--- src/rtl/out_port_arbiter.sv ---
// Output-port arbiter: round-robin over inject/thru/turn with packet lock
// and credit-based flow control toward the downstream buffer.
//
// Ports:
//   clk, rst          clock, synchronous active-high reset
//   inject_* / thru_* / turn_*
//                     requesters 0/1/2: flit, valid in; ready out
//   out_flit/out_valid registered output flit and its strobe
//   credit_in         downstream freed one slot (1-cycle pulse)
//   credit_err        sticky credit-overflow flag
module out_port_arbiter #(
    parameter int FLIT_W  = 82,
    parameter int CREDITS = 4
) (
    input  logic              clk,
    input  logic              rst,
    input  logic [FLIT_W-1:0] inject_flit,
    input  logic              inject_valid,
    output logic              inject_ready,
    input  logic [FLIT_W-1:0] thru_flit,
    input  logic              thru_valid,
    output logic              thru_ready,
    input  logic [FLIT_W-1:0] turn_flit,
    input  logic              turn_valid,
    output logic              turn_ready,
    output logic [FLIT_W-1:0] out_flit,
    output logic              out_valid,
    input  logic              credit_in,
    output logic              credit_err
);

    typedef enum logic {
        ST_IDLE,
        ST_LOCKED
    } state_t;

    localparam logic [3:0] CRED_MAX = 4'(CREDITS);

    state_t            r_state;
    state_t            w_state_nxt;
    logic [1:0]        r_owner;
    logic [1:0]        w_owner_nxt;
    logic [1:0]        r_last;
    logic [1:0]        w_last_nxt;
    logic [3:0]        r_credit;
    logic [3:0]        w_credit_nxt;
    logic              r_err;
    logic              w_err_nxt;
    logic              r_out_valid;
    logic [FLIT_W-1:0] r_out_flit;

    logic [2:0]        w_valid;
    logic [1:0]        w_c1;
    logic [1:0]        w_c2;
    logic [1:0]        w_pick;
    logic [1:0]        w_gnt_idx;
    logic              w_gnt;
    logic [FLIT_W-1:0] w_sel_flit;
    logic              w_tail;

    // Requester index successor modulo 3.
    function automatic logic [1:0] f_next(input logic [1:0] x);
        return (x == 2'd2) ? 2'd0 : x + 2'd1;
    endfunction

    assign w_valid = {turn_valid, thru_valid, inject_valid};

    // Round-robin search starting just after the last winner.
    always_comb begin
        w_c1 = f_next(r_last);
        w_c2 = f_next(w_c1);
        if (w_valid[w_c1])
            w_pick = w_c1;
        else if (w_valid[w_c2])
            w_pick = w_c2;
        else
            w_pick = r_last;
    end

    always_comb begin
        w_gnt_idx = (r_state == ST_LOCKED) ? r_owner : w_pick;
        w_gnt     = 1'b0;
        if (!rst && (r_credit != 4'd0)) begin
            if (r_state == ST_LOCKED)
                w_gnt = w_valid[r_owner];
            else
                w_gnt = |w_valid;
        end
    end

    assign inject_ready = w_gnt && (w_gnt_idx == 2'd0);
    assign thru_ready   = w_gnt && (w_gnt_idx == 2'd1);
    assign turn_ready   = w_gnt && (w_gnt_idx == 2'd2);

    always_comb begin
        unique case (w_gnt_idx)
            2'd0:    w_sel_flit = inject_flit;
            2'd1:    w_sel_flit = thru_flit;
            default: w_sel_flit = turn_flit;
        endcase
    end

    assign w_tail = w_sel_flit[FLIT_W-2];

    always_comb begin
        w_state_nxt = r_state;
        w_owner_nxt = r_owner;
        w_last_nxt  = r_last;
        unique case (r_state)
            ST_IDLE: begin
                if (w_gnt) begin
                    w_last_nxt = w_gnt_idx;
                    if (!w_tail) begin
                        w_state_nxt = ST_LOCKED;
                        w_owner_nxt = w_gnt_idx;
                    end
                end
            end
            ST_LOCKED: begin
                if (w_gnt && w_tail)
                    w_state_nxt = ST_IDLE;
            end
        endcase
    end

    // A simultaneous transfer and credit return cancel out.
    always_comb begin
        w_credit_nxt = r_credit;
        w_err_nxt    = r_err;
        if (w_gnt && !credit_in) begin
            w_credit_nxt = r_credit - 4'd1;
        end else if (!w_gnt && credit_in) begin
            if (r_credit == CRED_MAX)
                w_err_nxt = 1'b1;
            else
                w_credit_nxt = r_credit + 4'd1;
        end
    end

    always_ff @(posedge clk) begin
        if (rst) begin
            r_state     <= ST_IDLE;
            r_owner     <= 2'd0;
            r_last      <= 2'd2;
            r_credit    <= CRED_MAX;
            r_err       <= 1'b0;
            r_out_valid <= 1'b0;
            r_out_flit  <= '0;
        end else begin
            r_state     <= w_state_nxt;
            r_owner     <= w_owner_nxt;
            r_last      <= w_last_nxt;
            r_credit    <= w_credit_nxt;
            r_err       <= w_err_nxt;
            r_out_valid <= w_gnt;
            if (w_gnt)
                r_out_flit <= w_sel_flit;
        end
    end

    assign out_flit   = r_out_flit;
    assign out_valid  = r_out_valid;
    assign credit_err = r_err;

endmodule
--- config.mk ---
export PLATFORM = sky130hd
export DESIGN_NAME = out_port_arbiter
export DESIGN_NICKNAME = d
export VERILOG_FILES = /design/src/rtl/out_port_arbiter.sv
export SDC_FILE = /design/constraint.sdc
export NUM_CORES = 1
export LEC_CHECK = 0
export CAP_MARGIN = 5
export CORE_AREA = 2 2 130 132
export CTS_CLUSTER_SIZE = 10
export DETAILED_ROUTE_END_ITERATION = 6
export DIE_AREA = 0 0 132 134
export PLACE_DENSITY = 0.68
export SLEW_MARGIN = 20
export SYNTH_ARGS = -nofsm -noshare
export SYNTH_HDL_FRONTEND = slang
export SYNTH_SLANG_ARGS = --single-unit
export TNS_END_PERCENT = 5
--- constraint.sdc ---
create_clock -name clk -period 3.4 [get_ports clk]
set_input_delay 0.34 -clock clk [delete_from_list [all_inputs] [get_ports clk]]
set_output_delay 0.34 -clock clk [all_outputs]
set_load 0.02 [all_outputs]
==> flow_summary.rst, run 1 <==
.. list-table::
   :header-rows: 1

   * - Metric
     - Value
   * - Result of the run
     - finished, violations left
   * - Violated checks
     - design-rule violations
   * - Clock tree from TritonCTS
     - built
   * - Mux cell area share after synthesis
     - 0.936%
   * - Post-route design area
     - roughly 0.0083 sq mm
   * - Detailed Route Iter0 Violations
     - roughly 400
   * - Normalized max-slew margin
     - 34.5%
   * - Antenna cell count
     - 0
   * - Wire length of the first global-routing pass
     - approximately 27,000 um
   * - Share of Yosys cell area claimed by the top area cell type
     - 41.0%
   * - R2R depth
     - 10
   * - Number of I/O pins
     - 339
   * - Largest stage delay on the critical path
     - 0.64 ns
   * - Hold violation count in the final report
     - 0
   * - Top cells by area in the synthesized netlist
     - sky130_fd_sc_hd__dfxtp_1 41%, sky130_fd_sc_hd__a222oi_1 18%, sky130_fd_sc_hd__a211oi_1 14%
   * - Overall die height
     - 134 um
   * - Via count of the first global-routing pass
     - 5,328
   * - Worst setup startpoint
     - thru_valid
   * - Setup fix buffers added after clock tree synthesis
     - 0
   * - Overall power of the completed layout
     - 5.11 mW
   * - Time the worst path needs with I/O delays and setup
     - approximately 2.9 ns
   * - Maximum number of pins on one net before global-route repair
     - 92
   * - Total Die Area
     - 0.0177 sq mm
   * - CTS H-Tree Depth
     - 3
   * - Number of enable flip-flop cells after synthesis
     - 0
   * - Warning count from the yosys run
     - 0
   * - Via-to-Cell Ratio
     - approximately 5.3
   * - Total global routing track utilization
     - between 10% and 20%
   * - Placeable core area
     - 0.0163 sq mm
   * - Clock Path Buffers
     - 2
   * - Setup crit end kind
     - flip-flop
   * - Crit Path Class
     - in -> reg
   * - DRC violations left
     - 4
   * - Mapped Nets
     - between 700 and 800
   * - Post-Syn Instances
     - 490
   * - Area overhead of the layout relative to synthesis
     - 81.9%
   * - Source-to-sink clock delay at the later pin of the worst-skew pair
     - ~0.34 ns
   * - Count of clock tree sinks
     - 93
   * - Number of nets with antenna violations after routing
     - 0
   * - Most common flop cell mapped by yosys
     - sky130_fd_sc_hd__dfxtp_1
   * - Worst path required time
     - 3.66 ns
   * - Effective utilization at floorplan
     - 27.9%
   * - Post-synthesis share of cell area spent on and, or, nand and nor gates
     - 11.9%
   * - Largest family of logic cells by synthesized area
     - compound AO/OA/AOI/OAI gates
   * - # port buffers
     - 338
   * - Max frequency
     - about 350 MHz
   * - Min-Delay Path Class
     - in -> reg
   * - Ratio of final minimum period to clock period
     - 84.9%
   * - Number of antenna violations at the first check in global routing
     - 0
   * - Unrepaired setup endpoints after global routing
     - no
   * - Num rows
     - 47
   * - Final cell count without fillers
     - 1,013
   * - Post-cts sizing count
     - 0
   * - Global placer's final weighted congestion
     - 0.839
   * - Element type at the critical path start
     - primary input
   * - Area leader, netlist
     - sky130_fd_sc_hd__dfxtp_1
   * - Count of filler cells inserted in the layout
     - between 1,000 and 1,500
   * - Clock-pin slew on the worst setup and hold paths
     - ~0.07 ns
   * - Fraction of the mapped netlist area in adder cells
     - between 1.5 and 2%
   * - Setup violations, final
     - 0
   * - Placed cell area
     - 0.00798 sq mm
   * - Worst VDD drop
     - 437 uV
   * - Cells traversed along the worst timing path
     - clkdlybuf4s50_1 -> nor3_1 -> nor3_1 -> o21a_4 -> ha_1 -> ha_1 -> a21o_1 -> a21oi_1 -> xnor2_1 -> or3_1 -> a21oi_1
   * - WHS Path Cells
     - 3
   * - FF-to-FF End
     - r_credit[3]
   * - Hold path endpoint
     - out_valid
   * - Distinct cell type count of the synthesized netlist
     - 47
   * - Mean routed wirelength per cell
     - 17.6 um
   * - Number of max-slew violations in the final report
     - 0
   * - Slew at the pin closest to its max-slew limit
     - just under 1 ns
   * - Critical path fanouts, max
     - 12
   * - Max Clock Skew
     - 0.00811 ns
   * - Clock Root Buffer
     - sky130_fd_sc_hd__clkbuf_16
   * - Launch point of the worst hold path
     - rst
   * - Synthesized-area fraction occupied by xor and xnor cells
     - 0.578%
   * - Synthesized area per cell
     - 9.27 sq um
   * - Count of maximum capacitance violations
     - 0
   * - Number of nets in the layout
     - between 1,000 and 1,500
   * - Compound-Gate Fraction of Synth Area
     - 36.5%
   * - DIE WIDTH
     - about 130 um
   * - Core utilization of the finished layout
     - 50.7%
   * - Setup total negative slack
     - 0 ns
   * - Setup slack of the worst register-to-register path
     - slightly below 0.6 ns
   * - Sequential element share of the synthesized area
     - between 40% and 50%
   * - Total vias in the final route
     - 5,415
   * - R2r startpoint
     - r_state
   * - Number of flip-flops and latches in the synthesized netlist
     - between 90 and 100
   * - CP arrival
     - between 3 and 4 ns
   * - Detailed Routing Iterations Pass 1
     - 7
   * - Inserted Clock Buffers
     - 9
   * - Share of async-settable or async-resettable flops after synthesis
     - 0%
   * - Max stage delay cell, worst path
     - sky130_fd_sc_hd__clkdlybuf4s50_1
   * - P_leak
     - a little under 3 nW
   * - Post-Place Cells
     - ~1,000
   * - Hold buffers post-CTS
     - 0
   * - Sum of net half-perimeters after detailed placement
     - around 13,000 um
   * - Fraction of layout cells with a size suffix above 1
     - 4.04%
   * - Power per cell area
     - between 600 and 700 mW/mm^2
   * - Routed wire length
     - 17,800 um
   * - Cell area after technology mapping
     - about 0.0045 sq mm
   * - Grt total ovfl
     - 0
==> layer usage <==
layer / vias up / routed length [um] / GRT usage [%]
li1: 2583 / - / -
met1: 2504 / 6770 / 20.7
met2: 296 / 9060 / 35.1
met3: 32 / 1570 / 5.18
met4: 0 / 436 / 7.55
met5: - / 0 / 0
==> Yosys cell counts, types with 2 or more instances <==
cell                       number
sky130_fd_sc_hd__and2_1         3
sky130_fd_sc_hd__buf_6          9
sky130_fd_sc_hd__nand2b_1       2
sky130_fd_sc_hd__o21ai_0        6
sky130_fd_sc_hd__nor3_1         2
sky130_fd_sc_hd__o21a_1         4
sky130_fd_sc_hd__buf_2         18
sky130_fd_sc_hd__o211ai_1       2
sky130_fd_sc_hd__o31ai_1        2
sky130_fd_sc_hd__nor2b_1        4
sky130_fd_sc_hd__clkbuf_1      28
sky130_fd_sc_hd__mux2i_1        2
sky130_fd_sc_hd__and3_1         2
sky130_fd_sc_hd__a211oi_1      82
sky130_fd_sc_hd__nor2_1        98
sky130_fd_sc_hd__xnor2_1        2
sky130_fd_sc_hd__inv_1          9
sky130_fd_sc_hd__dfxtp_1       93
sky130_fd_sc_hd__a21oi_1        5
sky130_fd_sc_hd__o221ai_1       2
sky130_fd_sc_hd__nand2_1        5
sky130_fd_sc_hd__buf_4          2
sky130_fd_sc_hd__a222oi_1      81
sky130_fd_sc_hd__ha_1           4
==> power breakdown <==
group          internal (mW)  switching (mW)
Clock                  0.562           0.410
Combinational           1.23            1.37
Sequential              1.37           0.166
Total                   3.16            1.94
==> metrics by stage <==
stage / setup WS, ns / hold WS, ns
floorplan: 0.663 / 0.466
global placement: 0.417 / 0.481
detailed placement: 0.180 / 0.457
CTS: 0.544 / 0.318
global route: 0.387 / 0.344
finish: 0.514 / 0.345
==> cell families (layout without fill, tap and decap cells) <==
| logic type | Yosys count | count (layout) |
|---|---|---|
| XOR/XNOR | 3 | 3 |
| AO/OA/AOI/OAI | 194 | 194 |
| buffers and inverters | 66 | 369 |
| multiplexers | 4 | 4 |
| adder cells (fa/ha/maj) | 5 | 5 |
| AND/OR/NAND/NOR | 125 | 125 |
| flip-flops | 93 | 93 |
==> layout make-up <==
| cell class | count | area [sq um] | area share, % |
|---|---|---|---|
| tap | 220 | 275 | 3.33 |
| timing repair buffer | 345 | 3460 | 41.8 |
| clock inverter | 5 | 52.6 | 0.636 |
| multi-input combinational | 331 | 2350 | 28.5 |
| clock buffer | 10 | 229 | 2.77 |
| inverter | 9 | 33.8 | 0.409 |
| sequential | 93 | 1860 | 22.5 |
==> how the worst max path moves through the flow <==
| stage | endpoint | slack (ns) | cells past startpoint |
|---|---|---|---|
| 6_report | r_credit[3] | 0.51 | 11 |
| 5_1_grt | r_credit[3] | 0.39 | 11 |
| 4_1_cts | r_credit[3] | 0.54 | 11 |
| 3_5_place_dp | r_credit[3] | 0.18 | 11 |
| 3_3_place_gp | r_credit[3] | 0.42 | 11 |
| 2_1_floorplan | r_credit[3] | 0.66 | 14 |
==> sequential cells by signal (all words and copies together) (netlist names) <==
| register | flops |
|---|---|
| credit_err | 1 |
| r_state | 1 |
| out_flit | 82 |
| out_valid | 1 |
| r_owner | 2 |
| r_last | 2 |
| r_credit | 4 |
==> placed cells by master, fill, tap and decap left out, types with 3 or more instances in the layout <==
cell                              Yosys  final
sky130_fd_sc_hd__inv_1                9      9
sky130_fd_sc_hd__a21oi_1              5      5
sky130_fd_sc_hd__a222oi_1            81     81
sky130_fd_sc_hd__o21a_1               4      3
sky130_fd_sc_hd__clkinv_2             0      3
sky130_fd_sc_hd__a211oi_1            82     82
sky130_fd_sc_hd__buf_4                2      6
sky130_fd_sc_hd__clkdlybuf4s50_1      0    337
sky130_fd_sc_hd__nor2b_1              4      4
sky130_fd_sc_hd__o21ai_0              6      6
sky130_fd_sc_hd__nand2_1              5      5
sky130_fd_sc_hd__clkbuf_16            0      9
sky130_fd_sc_hd__nor2_1              98     98
sky130_fd_sc_hd__dfxtp_1             93     93
sky130_fd_sc_hd__ha_1                 4      4
==> worst max-delay path: cells and delay by family <==
| kind | cells | cell delay [ns] |
|---|---|---|
| buffers and inverters | 1 | 0.64 |
| adders and majority gates | 2 | 0.52 |
| xor gates and xnor gates | 1 | 0.10 |
| AOI/OAI and AO/OA | 4 | 0.80 |
| and+or+nand+nor | 3 | 0.74 |
Power figures use the tool's default switching activity.
==> run 2, diff against run 1 <==
==> constraint.sdc (replaced) <==
create_clock -name clk -period 2.95 [get_ports clk]
set_input_delay 0.295 -clock clk [delete_from_list [all_inputs] [get_ports clk]]
set_output_delay 0.295 -clock clk [all_outputs]
set_load 0.02 [all_outputs]
==> flow_summary.rst, run 2 (synthesized netlist as in run 1, its figures left out) <==
.. list-table::
   :header-rows: 1

   * - Metric
     - Value
   * - Result of the run
     - finished, violations left
   * - Violated checks
     - design-rule violations
   * - Max frequency
     - 360 MHz
   * - Fraction of layout cells with a size suffix above 1
     - roughly 5.0%
   * - Crit Path Class
     - in -> out
   * - Time the worst path needs with I/O delays and setup
     - roughly 2.8 ns
   * - Total vias in the final route
     - around 5,500
   * - Mean routed wirelength per cell
     - 17.6 um
   * - Wire length of the first global-routing pass
     - 27,700 um
   * - Min-Delay Path Class
     - in -> reg
   * - Via-to-Cell Ratio
     - between 5 and 6
   * - Post-cts sizing count
     - 0
   * - DRC violations left
     - 1
   * - DIE WIDTH
     - 132 um
   * - Setup violations, final
     - 0
   * - Source-to-sink clock delay at the later pin of the worst-skew pair
     - 0.34 ns
   * - CTS H-Tree Depth
     - 3
   * - Setup fix buffers added after clock tree synthesis
     - 0
   * - Normalized max-slew margin
     - 34.2%
   * - # port buffers
     - 338
   * - Placeable core area
     - 0.0163 sq mm
   * - Element type at the critical path start
     - primary input
   * - Number of nets in the layout
     - 1,053
   * - Unrepaired setup endpoints after global routing
     - no
   * - CP arrival
     - 2.48 ns
   * - Antenna cell count
     - 0
   * - Commonest cells after routing, fill and taps aside
     - 337 x sky130_fd_sc_hd__clkdlybuf4s50_1, 98 x sky130_fd_sc_hd__nor2_1, 93 x sky130_fd_sc_hd__dfxtp_1
   * - Number of antenna violations at the first check in global routing
     - 0
   * - Num rows
     - 47
   * - Number of I/O pins
     - about 340
   * - P_leak
     - between 2 and 3 nW
   * - Total global routing track utilization
     - 19.4%
   * - Worst VDD drop
     - 433 uV
   * - Power per cell area
     - 707 mW/mm^2
   * - Detailed Route Iter0 Violations
     - 485
   * - Most common cell after layout, fill and taps aside
     - sky130_fd_sc_hd__clkdlybuf4s50_1
   * - Clock Path Buffers
     - 2
   * - Count of maximum capacitance violations
     - 0
   * - Final cell count without fillers
     - around 1,000
   * - Number of flip-flops under the largest register name
     - 82
   * - Post-route design area
     - between 0.008 and 0.009 sq mm
   * - Setup crit end kind
     - output port
   * - Via count of the first global-routing pass
     - 5,303
   * - Clock-pin slew on the worst setup and hold paths
     - around 0.060 ns
   * - Clock Root Buffer
     - sky130_fd_sc_hd__clkbuf_16
   * - Core utilization of the finished layout
     - 51.1%
   * - Overall die height
     - 134 um
   * - Post-Place Cells
     - ~1,000
   * - Effective utilization at floorplan
     - 27.9%
   * - Count of clock tree sinks
     - 93
   * - Routed wire length
     - 18,000 um
   * - Worst path required time
     - 2.65 ns
   * - Sum of net half-perimeters after detailed placement
     - ~14,000 um
   * - Area overhead of the layout relative to synthesis
     - 83.0%
   * - Slew at the pin closest to its max-slew limit
     - 0.987 ns
   * - Placed cell area
     - 0.00805 sq mm
   * - Hold violation count in the final report
     - 0
   * - Global placer's final weighted congestion
     - 0.836
   * - Max Clock Skew
     - 0.00782 ns
   * - Number of max-slew violations in the final report
     - 0
   * - Total Die Area
     - 0.0177 sq mm
   * - Ratio of final minimum period to clock period
     - 94.1%
   * - Number of nets with antenna violations after routing
     - 0
   * - Critical path fanouts, max
     - 9
   * - Maximum number of pins on one net before global-route repair
     - slightly above 90
   * - Detailed Routing Iterations Pass 1
     - 7
   * - Inserted Clock Buffers
     - 9
   * - Hold buffers post-CTS
     - 0
   * - Clock tree from TritonCTS
     - built
   * - Grt total ovfl
     - 0
run 2: cell count changes in the layout (fill, tap and decap cells not counted), sizes merged:
cell      change
buf           +7
bufinv        -1
clkinv        -1
clkinvlp      +3
run 2: routing by layer:
layer,vias to the layer above,share of wire [%],track usage (%)
met5,-,0,0
met4,0,1.8,6.76
met3,21,10,5.86
met2,304,51,35.2
met1,2552,37,21.5
li1,2599,-,-
run 2: path summary, 6_finish.rpt:
check	slack (ns)	startpoint	depth (start not counted)	endpoint
worst min register to register	0.46	out_flit[80]	2	out_flit[80]
worst min-delay path	0.40	rst	4	out_valid
worst max register to register	0.19	r_state	10	r_credit[3]
worst max-delay path	0.18	thru_valid	6	turn_ready
run 2: layout make-up:
cell class	instances	area (sq um)
Sequential cell	93	1860
Inverter	9	33.8
Fill cell	1474	7970
Timing Repair Buffer	352	3520
Multi-Input combinational cell	331	2350
Clock inverter	6	40.0
Tap cell	220	275
Clock buffer	10	229
run 2: power breakdown:
| group | internal, mW | total [mW] | leakage (nW) | switching [mW] |
|---|---|---|---|---|
| registers | 1.58 | 1.77 | 0.770 | 0.190 |
| clock network | 0.569 | 1.07 | 0.120 | 0.497 |
| logic | 1.46 | 3.04 | 2.09 | 1.58 |
| total | 3.61 | 5.88 | 2.98 | 2.27 |
run 2: through the flow:
| stage | hold WS (ns) | power [mW] | TNS, ns | setup slack [ns] |
|---|---|---|---|---|
| detailed placement | 0.453 | 4.85 | -0.00897 | -0.00897 |
| finish | 0.404 | 5.88 | 0 | 0.175 |
| global placement | 0.459 | 4.78 | 0 | 0.149 |
| CTS | 0.393 | 5.94 | 0 | 0.195 |
| global route | 0.424 | 6.25 | 0 | 0.0282 |
| floorplan | 0.466 | 3.54 | 0 | 0.225 |
run 2: worst max-delay path, stage by stage:
cell and delay [ns]:
sky130_fd_sc_hd__clkdlybuf4s50_1 0.56, sky130_fd_sc_hd__or3b_1 0.45, sky130_fd_sc_hd__o211ai_1 0.14, sky130_fd_sc_hd__and2_2 0.24, sky130_fd_sc_hd__and3_1 0.17, sky130_fd_sc_hd__clkdlybuf4s50_1 0.62
==> run 3, diff against run 2 <==
--- a/config.mk
+++ b/config.mk
@@ -5,12 +5,14 @@
 export SDC_FILE = /design/constraint.sdc
 export NUM_CORES = 1
 export LEC_CHECK = 0
+export ABC_AREA = 1
 export CAP_MARGIN = 5
-export CORE_AREA = 2 2 130 132
+export CORE_AREA = 2 2 133 135
 export CTS_CLUSTER_SIZE = 10
 export DETAILED_ROUTE_END_ITERATION = 6
-export DIE_AREA = 0 0 132 134
-export PLACE_DENSITY = 0.68
+export DIE_AREA = 0 0 135 137
+export HOLD_SLACK_MARGIN = 0.1
+export PLACE_DENSITY = 0.66
 export SLEW_MARGIN = 20
 export SYNTH_ARGS = -nofsm -noshare
 export SYNTH_HDL_FRONTEND = slang
==> flow_summary.rst, run 3 <==
.. list-table::
   :header-rows: 1

   * - Metric
     - Value
   * - Count of filler cells inserted in the layout
     - 1,717
   * - Global placer's final weighted congestion
     - roughly 0.84
   * - Worst VDD drop
     - between 400 and 500 uV
   * - Area leader, netlist
     - sky130_fd_sc_hd__dfxtp_1
   * - Warning count from the yosys run
     - 0
   * - Power share of the sequential group
     - 27.7%
   * - Largest stage delay on the critical path
     - ~0.66 ns
   * - Post-Place Setup Slack
     - approximately 0.23 ns
   * - Total global routing track utilization
     - about a fifth
   * - Normalized max-slew margin
     - 43.7%
   * - Detailed Routing Iterations Pass 1
     - 4
   * - Antenna cell count
     - 0
   * - Routed wire length
     - around 20,000 um
   * - Clock Root Buffer
     - sky130_fd_sc_hd__clkbuf_16
   * - Wire length of the first global-routing pass
     - between 20,000 and 30,000 um
   * - Share of total power in the clock network
     - 16.3%
   * - List of most frequent post-synthesis cells
     - 187 x sky130_fd_sc_hd__nand2_1, 93 x sky130_fd_sc_hd__dfxtp_1, 92 x sky130_fd_sc_hd__a21oi_1, 88 x sky130_fd_sc_hd__o21ai_0, 81 x sky130_fd_sc_hd__a31oi_1
   * - Top cells by area in the synthesized netlist
     - sky130_fd_sc_hd__dfxtp_1 40%, sky130_fd_sc_hd__nand2_1 15%, sky130_fd_sc_hd__a31oi_1 11%
   * - Via-to-Cell Ratio
     - 4.94
   * - Share of async-settable or async-resettable flops after synthesis
     - 0%
   * - Area overhead of the layout relative to synthesis
     - 83.1%
   * - GR Util met1
     - 22.7%
   * - # port buffers
     - ~340
   * - Crit Path Class
     - reg -> out
   * - CP arrival
     - ~2.5 ns
   * - Setup violations, final
     - 0
   * - Number of nets in the layout
     - 1,226
   * - Sequential element share of the synthesized area
     - about two fifths
   * - Effective utilization at floorplan
     - 27.0%
   * - Buffering stage count on the worst path with inverters included
     - 3
   * - Via count of the first global-routing pass
     - 5,867
   * - Number of I/O pins
     - 339
   * - Cells traversed along the worst timing path
     - inv_1 -> nand2_1 -> nor2_1 -> nor2_1 -> nand2_1 -> nand2_1 -> nand2_1 -> nand2_4 -> inv_1 -> nor3_1 -> clkdlybuf4s50_1
   * - Cell type with the highest occurrence count on the critical path
     - sky130_fd_sc_hd__nand2_1
   * - Result of the run
     - complete, no violations
   * - Most crowded layer after global routing
     - met2
   * - Critical path fanouts, max
     - 6
   * - Count of clock tree sinks
     - 93
   * - Placeable core area
     - about 0.017 sq mm
   * - Commonest cells after routing, fill and taps aside
     - 338 x sky130_fd_sc_hd__clkdlybuf4s50_1, 187 x sky130_fd_sc_hd__nand2_1, 93 x sky130_fd_sc_hd__dfxtp_1
   * - Design internal power
     - 3.71 mW
   * - Cell area after technology mapping
     - approximately 0.0046 sq mm
   * - Number of antenna violations at the first check in global routing
     - 0
   * - Most common cell in the netlist
     - sky130_fd_sc_hd__nand2_1
   * - Fraction of layout cells with a size suffix above 1
     - 3.60%
   * - Setup crit end kind
     - output port
   * - Number of flip-flops and latches in the synthesized netlist
     - 93
   * - Power per cell area
     - 782 mW/mm^2
   * - Max Clock Skew
     - 0.0114 ns
   * - Slew at the pin closest to its max-slew limit
     - 0.845 ns
   * - Max stage delay cell, worst path
     - sky130_fd_sc_hd__clkdlybuf4s50_1
   * - Inserted Clock Buffers
     - 9
   * - Net switching power figure
     - 2.87 mW
   * - Unrepaired setup endpoints after global routing
     - no
   * - Cell family contributing the most delay on the critical path
     - simple AND/OR/NAND/NOR gates
   * - Number of flip-flops under the largest register name
     - approximately 80
   * - Global-route met3 utilization
     - a little under 6%
   * - Min-Delay Path Class
     - reg -> reg
   * - Most common cell after layout, fill and taps aside
     - sky130_fd_sc_hd__clkdlybuf4s50_1
   * - DRC violations left
     - 0
   * - Synthesized area per cell
     - 6.97 sq um
   * - Met2 track utilization from global routing
     - approximately 37%
   * - Comb pwr share
     - a little under three fifths
   * - Setup total negative slack
     - 0 ns
   * - Number of nets with antenna violations after routing
     - 0
   * - Ratio of final minimum period to clock period
     - 94.0%
   * - Detailed Route Iter0 Violations
     - 271
   * - Post-cts sizing count
     - 0
   * - Most common flop cell mapped by yosys
     - sky130_fd_sc_hd__dfxtp_1
   * - Hold buffers post-CTS
     - 0
   * - Overall die height
     - around 140 um
   * - CTS H-Tree Depth
     - 3
   * - Maximum number of pins on one net before global-route repair
     - 85
   * - Mapped Nets
     - 917
   * - Hold violation count in the final report
     - 0
   * - Grt total ovfl
     - 0
   * - Count of maximum capacitance violations
     - 0
   * - Worst path required time
     - roughly 2.7 ns
   * - Max frequency
     - between 300 and 400 MHz
   * - Sum of net half-perimeters after detailed placement
     - 14,100 um
   * - Setup fix buffers added after clock tree synthesis
     - 0
   * - Mean routed wirelength per cell
     - 16.6 um
   * - Clock tree from TritonCTS
     - built
   * - Num rows
     - 48
   * - Total Die Area
     - 0.0185 sq mm
   * - Clock Path Buffers
     - 2
   * - Final worst setup slack
     - 0.176 ns
   * - P_leak
     - about 3.2 nW
   * - Share of Yosys cell area claimed by the top area cell type
     - 40.5%
   * - Number of max-slew violations in the final report
     - 0
   * - Time the worst path needs with I/O delays and setup
     - between 2 and 3 ns
   * - Hold WS
     - between 0.4 and 0.5 ns
   * - Total vias in the final route
     - roughly 6,000
   * - Number of enable flip-flop cells after synthesis
     - 0
   * - Clock-pin slew on the worst setup and hold paths
     - approximately 0.070 ns
   * - Element type at the critical path start
     - flip-flop
   * - Source-to-sink clock delay at the later pin of the worst-skew pair
     - about 0.34 ns
   * - Post-Syn Instances
     - 660
   * - Switching fraction of total power
     - 43.6%
   * - Distinct cell type count of the synthesized netlist
     - 24
   * - DIE WIDTH
     - 135 um
run 3: cell types whose count changed in the layout (fill, tap and decap cells not counted), sizes merged, moves of 13 or more:
cell    before  now
nand2        5  188
a31oi        1   81
nor2        98   16
a222oi      81    0
a21oi        6   93
inv          9   22
a211oi      82    3
o21ai        6   90
run 3: area by class of cell:
class	instances	area [sq um]	area share (%)
Timing Repair Buffer	350	3520	41.8
Multi-Input combinational cell	493	2420	28.7
Sequential cell	93	1860	22.1
Tap cell	225	282	3.34
Clock buffer	10	229	2.72
Inverter	22	82.6	0.980
Clock inverter	4	27.5	0.327
run 3: power by group through the flow:
stage,logic (mW),clock network (mW),registers [mW]
after global placement,3.70,0,1.83
after detailed placement,3.70,0,1.84
after floorplan,1.69,0,2.24
final,3.69,1.07,1.82
after CTS,3.71,1.11,1.82
after global routing,4.02,1.16,1.87
run 3: final timing paths:
kind | slack, ns | cells past startpoint | start | endpoint
hold / removal | 0.45 | 2 | credit_err | credit_err
setup / recovery | 0.18 | 11 | r_last[0] | turn_ready
setup reg to reg | 0.50 | 14 | r_state | r_credit[3]
hold reg to reg | 0.45 | 2 | credit_err | credit_err
run 3: metrics by stage:
stage | cells | utilization [%] | total power, mW | instance area, sq um
floorplan | 660 | - | 3.93 | 4600
global placement | 1183 | 47.9 | 5.54 | 8170
detailed placement | 1183 | 47.9 | 5.54 | 8170
CTS | 1197 | 49.4 | 6.65 | 8420
global route | 1197 | 49.4 | 7.05 | 8420
finish | 1197 | 49.4 | 6.59 | 8420
run 3: worst reg2reg max path, delay by kind of cell (launching register included):
kind            cells  cell delay (ns)
compound gates      6             0.75
flops               1             0.43
buf+inv             1             0.07
fa+ha+maj           2             0.55
simple gates        5             0.58
run 3: logic make-up (layout without fill, tap and decap cells):
kind of cell	Yosys count	count (layout)	synth area share, %
AO/OA/AOI/OAI	268	268	31.8
buffers and inverters	74	386	7.15
adder cells (fa/ha/maj)	5	5	1.52
AND/OR/NAND/NOR	219	219	18.9
XOR/XNOR	1	1	0.190
flip-flops	93	93	40.5
run 3: per-layer routing:
layer | vias up | part of all wire (%)
met4 | 0 | 2.4
met5 | - | 0
li1 | 2914 | -
met3 | 30 | 7.9
met2 | 242 | 50
met1 | 2733 | 40
